<file path="config.mk">
export PLATFORM = sky130hd
export DESIGN_NAME = ac_ctrl
export DESIGN_NICKNAME = d
export VERILOG_FILES = /design/src/rtl/ac_pkg.sv /design/src/rtl/ac_filt.sv /design/src/rtl/ac_ctrl.sv
export SDC_FILE = /design/constraint.sdc
export NUM_CORES = 1
export LEC_CHECK = 0
export ABC_AREA = 1
export ABC_CLOCK_PERIOD_IN_PS = 2900
export CAP_MARGIN = 20
export CORE_ASPECT_RATIO = 0.8
export CORE_MARGIN = 1
export CORE_UTILIZATION = 45
export CTS_BUF_LIST = sky130_fd_sc_hd__clkbuf_8
export DETAILED_ROUTE_END_ITERATION = 7
export PLACE_DENSITY_LB_ADDON = 0.1
export SYNTH_ARGS = -nofsm -noshare
export SYNTH_HDL_FRONTEND = slang
export SYNTH_HIERARCHICAL = 1
export SYNTH_SLANG_ARGS = --single-unit
</file>
<file path="constraint.sdc">
create_clock -name clk -period 2.9 [get_ports clk]
set_clock_uncertainty 0.2 [all_clocks]
set_input_delay 0.58 -clock clk [delete_from_list [all_inputs] [get_ports clk]]
set_output_delay 0.58 -clock clk [all_outputs]
set_load 0.01 [all_outputs]
</file>
<file path="src/rtl/ac_pkg.sv">
// Shared types for the analog comparator controller.
// FSM states, interrupt modes and the edge/mode match helper.
package ac_pkg;

  typedef enum logic [1:0] {
    AC_OFF    = 2'd0,
    AC_SETTLE = 2'd1,
    AC_RUN    = 2'd2
  } ac_state_e;

  typedef enum logic [1:0] {
    AC_INT_TOGGLE = 2'b00,
    AC_INT_NONE   = 2'b01,
    AC_INT_FALL   = 2'b10,
    AC_INT_RISE   = 2'b11
  } ac_intmode_e;

  // nv is the new filtered level; caller guarantees it differs from the old one
  function automatic logic irq_hit(
    input ac_intmode_e m,
    input logic        nv
  );
    logic hit;
    hit = 1'b0;
    unique case (m)
      AC_INT_TOGGLE: hit = 1'b1;
      AC_INT_NONE:   hit = 1'b0;
      AC_INT_FALL:   hit = ~nv;
      AC_INT_RISE:   hit = nv;
    endcase
    return hit;
  endfunction

endpackage

</file>
<file path="src/rtl/ac_filt.sv">
// Two-flop synchroniser plus sample history for acout.
// Flags a window of FILT_LEN identical synchronised samples.
module ac_filt
  import ac_pkg::*;
#(
  parameter int FILT_LEN = 3
) (
  input  logic clk,
  input  logic rst,
  input  logic acout,
  output logic agree,
  output logic agree_val
);

  logic                sync1;
  logic                sync2;
  logic [FILT_LEN-2:0] hist;
  logic [FILT_LEN-1:0] win;

  always_ff @(posedge clk) begin
    if (rst) begin
      sync1 <= 1'b0;
      sync2 <= 1'b0;
      hist  <= '0;
    end else begin
      sync1   <= acout;
      sync2   <= sync1;
      hist[0] <= sync2;
      for (int i = 1; i < FILT_LEN - 1; i++) begin
        hist[i] <= hist[i-1];
      end
    end
  end

  assign win       = {hist, sync2};
  assign agree     = (&win) | ~(|win);
  assign agree_val = sync2;

endmodule

</file>
<file path="src/rtl/ac_ctrl.sv">
// Analog comparator sequencer: power-up, settle, filtered state
// and sticky edge interrupt.
module ac_ctrl
  import ac_pkg::*;
#(
  parameter int SETTLE_W = 8,
  parameter int FILT_LEN = 3
) (
  input  logic                clk,
  input  logic                rst,
  input  logic                en,
  input  logic [SETTLE_W-1:0] settle_cyc,
  input  logic [1:0]          intmode,
  input  logic                intclr,
  input  logic                acout,
  output logic                acenable,
  output logic                ready,
  output logic                acstate,
  output logic                acirq
);

  ac_state_e           state;
  ac_intmode_e         mode;
  logic [SETTLE_W-1:0] cnt;
  logic                valid;
  logic                agree;
  logic                agree_val;

  assign mode = ac_intmode_e'(intmode);

  ac_filt #(
    .FILT_LEN (FILT_LEN)
  ) u_filt (
    .clk       (clk),
    .rst       (rst),
    .acout     (acout),
    .agree     (agree),
    .agree_val (agree_val)
  );

  always_ff @(posedge clk) begin
    if (rst) begin
      state    <= AC_OFF;
      cnt      <= '0;
      valid    <= 1'b0;
      acenable <= 1'b0;
      ready    <= 1'b0;
      acstate  <= 1'b0;
      acirq    <= 1'b0;
    end else begin
      acirq <= acirq & ~intclr;
      if (!en) begin
        state    <= AC_OFF;
        acenable <= 1'b0;
        ready    <= 1'b0;
        acstate  <= 1'b0;
        valid    <= 1'b0;
      end else begin
        unique case (state)
          AC_OFF: begin
            state    <= AC_SETTLE;
            acenable <= 1'b1;
            cnt      <= settle_cyc;
          end
          AC_SETTLE: begin
            if (cnt == '0) begin
              state <= AC_RUN;
              ready <= 1'b1;
            end else begin
              cnt <= cnt - 1'b1;
            end
          end
          AC_RUN: begin
            // first qualified window only loads; later ones detect edges
            if (agree) begin
              if (!valid) begin
                acstate <= agree_val;
                valid   <= 1'b1;
              end else if (agree_val != acstate) begin
                acstate <= agree_val;
                if (irq_hit(mode, agree_val)) acirq <= 1'b1;
              end
            end
          end
          default: state <= AC_OFF;
        endcase
      end
    end
  end

endmodule

</file>
==> qor.txt <==
Status: completed
P_leak: 0.5386 nW
RSZ-0062 raised after global routing: false
Synthesized instance count: 151
Slew @ Worst Pin: 0.4525 ns
CTS tree: yes
Chip Width: 55.03 um
Worst-path cell chain: clkdlybuf4s50_1
Post-CTS setup repair buffer count: 0
Skew-Pair Late Insertion Delay: 0.25 ns
Crit path max-delay cell type: clkdlybuf4s50_1
Antenna viol nets, final: 0
GRT Util Overall: 18.35%
Mean post-synth cell area: 6.703 um2
Fmax: 511.8 MHz
Resize count post-CTS: 0
Share of post-route cells with drive strength above 1: 12.28%
I/O Buffers: 18
Max Cap Viol: 0
Core Area: 0.001997 mm2
Cts hold-fix bufs: 0
Hold Fails Final Rpt: 0
Total grt overflow: 0
Final Cycle Share: 67.38%
Net Count, Synth: 168
Number of inserted diodes: 0
Seq cells post-synth: 19
Critical Path AT: 1.17 ns
Final setup vio count: 0
DIE HEIGHT: 44.42 um
Total number of vias: 913
Largest stage delay on the critical path: 0.55 ns
Slew Viols, Final: 0
Setup TNS: 0 ns
Starting density of the core: 50.69%
Yosys warnings: 6
Clock Root Buffer: clkbuf_8
Reg area: 380.4 um2
Initial DRC Count: 15
1st-pass router iterations: 4
Critical Path Sink Type: primary output
Peak supply drop: 330.8 uV
Cell variety after synth: 20
Required @ worst endpoint: 2.12 ns
Setup CP Type: register to primary output
Placed wire-length estimate: 1504 um
Top delay family on crit path: buffers and inverters
Startpoint Class: register
Initial antenna violation count: 0
Die area: 0.002444 mm2
Pwr Density: 477.3 mW/mm2
GPL Wtd Cong: 0.8381
Vias in the first global route: 758
Area Overhead vs Synth: 22.13%
Largest net degree at the start of global routing: 14
Hold WC Path Type: register to register
Longest Clk Path Bufs: 2
Wirelength per Cell: 9.728 um
CP max FO: 4
Final Util: 61.90%
DRC errors left: 0
# nets final: 189
Final min period: 1.954 ns
Detailed-route vias per instance: 4.682
CTS Sinks: 19
Worst Path Buf+Inv: 1
Slew HR: 69.80%
Syn Std Cell Area: 0.001012 mm2
Final WL: 1897 um
Multi-input gate area: 499.2 um2
First-pass GRT wire length: 3146 um
Sequential element share of the synthesized area: 37.58%
Num rows: 14
Ports: 19
Fill cells: 182
Total CTS buffers: 3
H-tree depth: 1
CTS clock-pin slew for the worst setup and hold paths: 0.07 ns
[through the flow]
step	power, W	hold slack, ns	cell area, um2	cells	setup WS (ns)
5_1_grt	0.0006272	0.2464	1236	195	0.8865
3_5_place_dp	0.0004221	0.2102	1191	191	0.8234
2_1_floorplan	0.0003859	0.1883	1012	151	1.406
4_1_cts	0.0005971	0.2168	1236	195	0.9379
3_3_place_gp	0.0004200	0.1990	1191	191	0.8567
6_report	0.0005900	0.2116	1236	195	0.9461
[area by class of cell]
type / instances / share of cell area (%)
tap: 24 / 2.429
sequential: 19 / 30.77
multi-input combinational: 103 / 40.38
inverter: 27 / 8.198
clock buffer: 3 / 3.340
clock inverter: 1 / 0.3036
timing repair buffer: 18 / 14.57
[synthesized netlist by cell type]
library cell / number / area share, %
a211oi_1: 1 / 0.74
a21oi_1: 14 / 6.9
buf_12: 1 / 2.0
buf_6: 1 / 1.1
dfxtp_1: 19 / 38
ha_1: 2 / 2.5
inv_1: 22 / 8.2
inv_2: 5 / 1.9
nand2_1: 35 / 13
nand2_2: 3 / 1.9
nand2_4: 1 / 1.1
nand3_1: 9 / 4.4
nand4_1: 1 / 0.62
nor2_1: 18 / 6.7
nor2_2: 7 / 4.3
nor2_4: 1 / 1.1
o211ai_1: 2 / 1.5
o21ai_0: 5 / 2.5
o21ai_1: 3 / 1.5
or2_2: 1 / 0.62
[report_power, final]
part           internal [W]  switching (W)  leakage (nW)
Combinational     0.0000542      0.0000724         0.356
Sequential         0.000276      0.0000137         0.156
Clock             0.0000939      0.0000796        0.0269
Total              0.000424       0.000166         0.539
[layer usage]
layer  up-vias  part of all wire, %  global-route usage [%]
met4         0                 0.47                   4.500
li1        512                    -                       -
met5         -                    0                       0
met3         2                  6.6                   7.216
met2        25                   41                   26.99
met1       374                   52                   25.11
[sequential cells by signal, indices dropped and copies added (netlist names)]
register	cells
acenable	1
acirq	1
acstate	1
cnt	8
ready	1
state	2
u_filt/agree_val	1
u_filt/hist	2
u_filt/sync1	1
valid	1
[final timing paths]
kind	end	slack, ns	cells past startpoint	from
setup / recovery	acstate	0.95	1	acstate
hold / removal	u_filt/agree_val	0.21	2	u_filt/sync1
hold reg to reg	u_filt/agree_val	0.21	2	u_filt/sync1
setup reg to reg	cnt[0]	1.13	6	state[0]
[cells by family (layout without fill, tap and decap cells)]
kind of cell | Yosys count | in the layout | share of synthesized area (%)
and+or+nand+nor | 76 | 76 | 33.75
buffers and inverters | 29 | 49 | 13.10
AOI/OAI and AO/OA | 25 | 25 | 13.10
DFF | 19 | 19 | 37.58
adders and majority gates | 2 | 2 | 2.472
[placed cells by master, fill, tap and decap left out, drive strengths merged]
master / instances
nand2: 39
inv: 28
nor2: 26
dfxtp: 19
clkdlybuf4s50: 18
a21oi: 14
nand3: 9
o21ai: 8
clkbuf: 3
o211ai: 2
ha: 2
a211oi: 1
nand4: 1
or2: 1
Power figures use the tool's default switching activity.
